[config.mk]
export PLATFORM = sky130hd
export DESIGN_NAME = beat_tick_gen
export DESIGN_NICKNAME = d
export VERILOG_FILES = /design/src/rtl/beat_tick_gen_pkg.sv /design/src/rtl/beat_tick_gen_edge_sync.sv /design/src/rtl/beat_tick_gen.sv
export SDC_FILE = /design/constraint.sdc
export NUM_CORES = 1
export LEC_CHECK = 0
export CORE_MARGIN = 5
export CORE_UTILIZATION = 30
export CTS_CLUSTER_SIZE = 28
export DETAILED_ROUTE_END_ITERATION = 10
export DONT_BUFFER_PORTS = 1
export HOLD_SLACK_MARGIN = 0.1
export PLACE_DENSITY = 0.49
export SKIP_CTS_REPAIR_TIMING = 1
export SLEW_MARGIN = 40
export SYNTH_ARGS = -nofsm -noshare
export SYNTH_HDL_FRONTEND = slang
export SYNTH_SLANG_ARGS = --single-unit
[constraint.sdc]
create_clock -name clock -period 2.5 [get_ports clock]
set_input_delay 0.5 -clock clock [delete_from_list [all_inputs] [get_ports clock]]
set_output_delay 0.5 -clock clock [all_outputs]
set_load 0.1 [all_outputs]
[src/rtl/beat_tick_gen_pkg.sv]
// beat_tick_pkg: state encoding and beat width shared by beat_tick_gen.
// PAUSE exists only when BEAT_TICK_GEN_PAUSE_EN is defined.
package beat_tick_pkg;
  localparam int BEAT_W = 4;
`ifdef BEAT_TICK_GEN_PAUSE_EN
  typedef enum logic [1:0] {IDLE, ARM, RUN, PAUSE} state_e;
`else
  typedef enum logic [1:0] {IDLE, ARM, RUN} state_e;
`endif
endpackage

[src/rtl/beat_tick_gen_edge_sync.sv]
// edge_sync: 2-flop synchronizer plus previous-value flop producing a rising-edge strobe.
// rise_o is masked on resync and until the chain has refilled after reset or a source change.
module edge_sync (
  input  logic clock,
  input  logic reset,
  input  logic bit_i,
  input  logic resync_i,
  output logic rise_o
);
  logic s1_q, s2_q, prev_q;
  logic [2:0] ok_q;
  always_ff @(posedge clock or posedge reset) begin
    if (reset) begin
      s1_q   <= 1'b0;
      s2_q   <= 1'b0;
      prev_q <= 1'b0;
      ok_q   <= 3'b000;
    end else begin
      s1_q   <= bit_i;
      s2_q   <= s1_q;
      prev_q <= s2_q;
      ok_q   <= resync_i ? 3'b000 : {ok_q[1:0], 1'b1};
    end
  end
  // ok_q[2] rises only once stale chain contents have fully drained into prev_q
  assign rise_o = s2_q & ~prev_q & ok_q[2] & ~resync_i;
endmodule

[src/rtl/beat_tick_gen.sv]
// beat_tick_gen: beat/bar tick generator driven by a selectable divided-clock bit.
// Optional pause support is enabled by defining BEAT_TICK_GEN_PAUSE_EN.
module beat_tick_gen
  import beat_tick_pkg::*;
#(
  parameter int BEATS_PER_BAR = 4,
  parameter int CNT_W         = 8
) (
  input  logic              clock,
  input  logic              reset,
  input  logic [31:0]       divided_clocks,
  input  logic [4:0]        rate_sel,
  input  logic              start,
  input  logic              stop,
`ifdef BEAT_TICK_GEN_PAUSE_EN
  input  logic              pause,
`endif
  output logic              tick,
  output logic [BEAT_W-1:0] beat,
  output logic              bar_tick,
  output logic [CNT_W-1:0]  bar_count,
  output logic              running
);
  state_e            state_q;
  logic [4:0]        rsel_q;
  logic              tick_q, bar_tick_q, run_q, rise, last;
  logic [BEAT_W-1:0] beat_q;
  logic [CNT_W-1:0]  bar_q;
  edge_sync u_edge_sync (
    .clock    (clock),
    .reset    (reset),
    .bit_i    (divided_clocks[rate_sel]),
    .resync_i (rate_sel != rsel_q),
    .rise_o   (rise)
  );
  assign last = beat_q == BEAT_W'(BEATS_PER_BAR - 1);
  always_ff @(posedge clock or posedge reset) begin
    if (reset) begin
      state_q    <= IDLE;
      rsel_q     <= '0;
      tick_q     <= 1'b0;
      bar_tick_q <= 1'b0;
      run_q      <= 1'b0;
      beat_q     <= '0;
      bar_q      <= '0;
    end else begin
      rsel_q     <= rate_sel;
      tick_q     <= 1'b0;
      bar_tick_q <= 1'b0;
      if (stop) begin
        state_q <= IDLE;
        run_q   <= 1'b0;
        beat_q  <= '0;
        bar_q   <= '0;
      end else begin
        case (state_q)
          IDLE: if (start) state_q <= ARM;
          ARM: if (rise) begin
            state_q    <= RUN;
            run_q      <= 1'b1;
            tick_q     <= 1'b1;
            bar_tick_q <= 1'b1;
            beat_q     <= '0;
          end
          RUN:
`ifdef BEAT_TICK_GEN_PAUSE_EN
            if (pause) state_q <= PAUSE;
            else
`endif
            if (rise) begin
              tick_q     <= 1'b1;
              bar_tick_q <= last;
              beat_q     <= last ? '0 : beat_q + BEAT_W'(1);
              bar_q      <= last ? bar_q + CNT_W'(1) : bar_q;
            end
`ifdef BEAT_TICK_GEN_PAUSE_EN
          PAUSE: if (!pause) state_q <= RUN;
`endif
          default: state_q <= IDLE;
        endcase
      end
    end
  end
  assign tick      = tick_q;
  assign bar_tick  = bar_tick_q;
  assign beat      = beat_q;
  assign bar_count = bar_q;
  assign running   = run_q;
endmodule

==> results.yml <==
global_routing:
  track_usage_pct: 10.5
  use_met3_pct: 2.55
  antenna_found_initial: 0
  grt_pass1_vias: 1258
  grt_max_degree: 19
  busiest_layer: "met2"
  grt_pass1_wl_mm: 6.16
  grt-ovfl-total: 0
  grt_use_met1_pct: 13.3
  grt.met2_usage_pct: 17.5
worst_setup_path:
  endpoint_kind: "flip-flop"
  cpPeakStageDelay_ns: 0.52
  reg2reg_depth: 7
  rrSetupSlack_ns: 0.41
  worstPathMaxFanout: 5
  worstReg2RegStart: "state_q[0]$_DFFE_PP0P_"
  crit_path_start_kind: "flip-flop"
  worstPathArrival_ns: 2.24
  cpMaxStageDelayCell: "or4b_1"
  worst_ep_required_time_ns: 2.64
  r2r_end: "bar_count[7]$_DFFE_PP0P_"
  criticalPathCategory: "reg2reg"
  path_cells: "inv_1 > ha_1 > and4bb_2 > nand4_1 > or4b_1 > nand3b_1 > o21ai_0"
die:
  core_um2: 5440
  die_w_um: 84.5
  die_area_um2: 7130
  io_pins: 56
  rows: 27
  initial_core_util_pct: 30.6
  die_h_um: 84.5
final_layout:
  fin_util_pct: 34.6
  diodes: 0
  fin_nets: 222
  area_growth_pct: 13.3
  drive_gt1_share_pct: 16.1
sta:
  relSlewSlack_pct: 41.0
  finClkSkew_ns: 0.00103
  tightest_slew_ns: 0.886
  rsz0062_at_grt: "no"
  hold_viol: 0
  fmax_mhz: 478
  tns_ns: 0
  setup_ws_ns: 0.406
  finalMaxSlewViolations: 0
  period_share_pct: 83.7
  fin_crit_ns: 2.09
  setup_violations: 0
synth:
  synth-main-ff-cell: "dfrtp_1"
  synth-seq-area-share_pct: 42.1
  synth.distinct_cells: 44
  yosys-top-cells-count: "dfrtp_1, mux2i_1, nor2_1"
  synth_edf_count: 0
  synth_top_area_share_pct: 42.1
  synth_top_area_cell: "dfrtp_1"
  syn_nets: 208
  netlist_instances: 161
  synthesis.area_um2: 1660
  synth.avg_cell_area_um2: 10.3
  synth_warnings: 0
  synth.area.top_cells: "dfrtp_1, mux2i_1, ha_1"
  synth_seq_cells: 28
  yosysMostFrequentCell: "dfrtp_1"
  async_reset_ff_share_pct: 100
routing:
  ant_nets: 0
  vias_per_cell: 5.17
  drtIter0Drc: 35
  drc: 0
  dr.pass1.iters: 4
  wl_per_cell_um: 14.9
  drt-total-wl_mm: 3.67
  vias: 1273
power_and_ir_drop:
  powerDensity_nw_per_um2: 476
  p_leak_nw: 0.852
  irDropWorstVdd_mv: 0.219
worst_hold_path:
  hold_path_class: "in2async"
place:
  io_buffers: 0
  hpwl_mm: 3.00
  gp_congestion: 0.821
  post-place-ws_ns: 0.403
clock_network:
  clk_path_buf_depth: 2
  cts-htree-levels: 1
  cts_tree: "yes"
  cts_inserted_buffers: 3
  clock-sinks: 28
  clkTransAtPathRegs_ns: 0.09
  cts_root_buf: "clkbuf_8"
  insertion_delay_ns: 0.27
run_status:
  status: "complete, no violations"
job:
  max-cap-violations: 0
layer usage:
| metal | vias to the layer above | routed length, um |
|---|---|---|
| li1 | 611 | - |
| met1 | 599 | 1620 |
| met2 | 59 | 1730 |
| met3 | 4 | 288 |
| met4 | 0 | 30 |
| met5 | - | 0 |
cells in the final DEF, fill, tap and decap left out, types with 5 or more instances in the layout:
cell | netlist | routed
mux2i_1 | 18 | 18
buf_4 | 0 | 13
nor2_1 | 11 | 11
o21ai_0 | 7 | 7
ha_1 | 6 | 6
xor2_1 | 5 | 5
and3_1 | 5 | 5
inv_1 | 6 | 6
dfrtp_1 | 28 | 26
a21oi_1 | 9 | 9
nand2_1 | 8 | 8
stage by stage:
stage / area, um2 / std cells / hold WS (ns) / power, mW
2_1_floorplan: 1660 / 161 / 0.331 / 0.610
3_3_place_gp: 1830 / 242 / 0.339 / 0.621
3_5_place_dp: 1830 / 242 / 0.335 / 0.629
4_1_cts: 1880 / 246 / 0.237 / 0.908
5_1_grt: 1880 / 246 / 0.229 / 0.949
6_report: 1880 / 246 / 0.217 / 0.897
critical path, delay by kind of cell (launching register included):
family,cells,cell delay (ns)
buffers and inverters,1,0.11
AO/OA/AOI/OAI,1,0.11
flip-flops,1,0.41
AND/OR/NAND/NOR,4,1.10
adder cells (fa/ha/maj),1,0.24
layout make-up:
type | count | area [um2]
fill | 543 | 3550
timing repair buffer | 13 | 97.6
sequential | 28 | 703
inverter | 6 | 22.5
clock buffer | 4 | 55.1
multi-input combinational | 123 | 916
tap | 72 | 90.1
state kept, by name (all words and copies together) (netlist names):
| register | flops |
|---|---|
| u_edge_sync.s2_q | 1 |
| state_q | 2 |
| running | 1 |
| bar_count | 8 |
| u_edge_sync.s1_q | 1 |
| u_edge_sync.prev_q | 1 |
| rsel_q | 5 |
| u_edge_sync.ok_q | 3 |
| tick | 1 |
| bar_tick | 1 |
| beat | 4 |
cell families (layout without fill, tap and decap cells):
family,count (synthesis),after routing,synth area share (%)
flip-flops,28,28,42.1
AO/OA/AOI/OAI,31,31,11.7
buffers and inverters,10,23,2.78
adder cells (fa/ha/maj),6,6,4.51
AND/OR/NAND/NOR,60,60,23.4
XOR/XNOR,8,8,4.67
multiplexers,18,18,10.8
worst max-delay path by stage:
stage                           startpoint                  endpoint  slack [ns]  cells after the start
floorplan              beat[1]$_DFFE_PP0P_  bar_count[7]$_DFFE_PP0P_      0.0002                      6
global placement    state_q[0]$_DFFE_PP0P_  bar_count[7]$_DFFE_PP0P_        0.53                      7
detailed placement  state_q[0]$_DFFE_PP0P_  bar_count[7]$_DFFE_PP0P_        0.40                      7
CTS                 state_q[0]$_DFFE_PP0P_  bar_count[7]$_DFFE_PP0P_        0.39                      7
global route        state_q[0]$_DFFE_PP0P_  bar_count[7]$_DFFE_PP0P_        0.24                      7
finish              state_q[0]$_DFFE_PP0P_  bar_count[7]$_DFFE_PP0P_        0.41                      7
power by group:
part | switching [mW] | internal (mW)
Clock | 0.136 | 0.141
Combinational | 0.0767 | 0.0609
Sequential | 0.0117 | 0.471
Total | 0.224 | 0.673
Note: power is estimated with default switching activity, not from simulation.
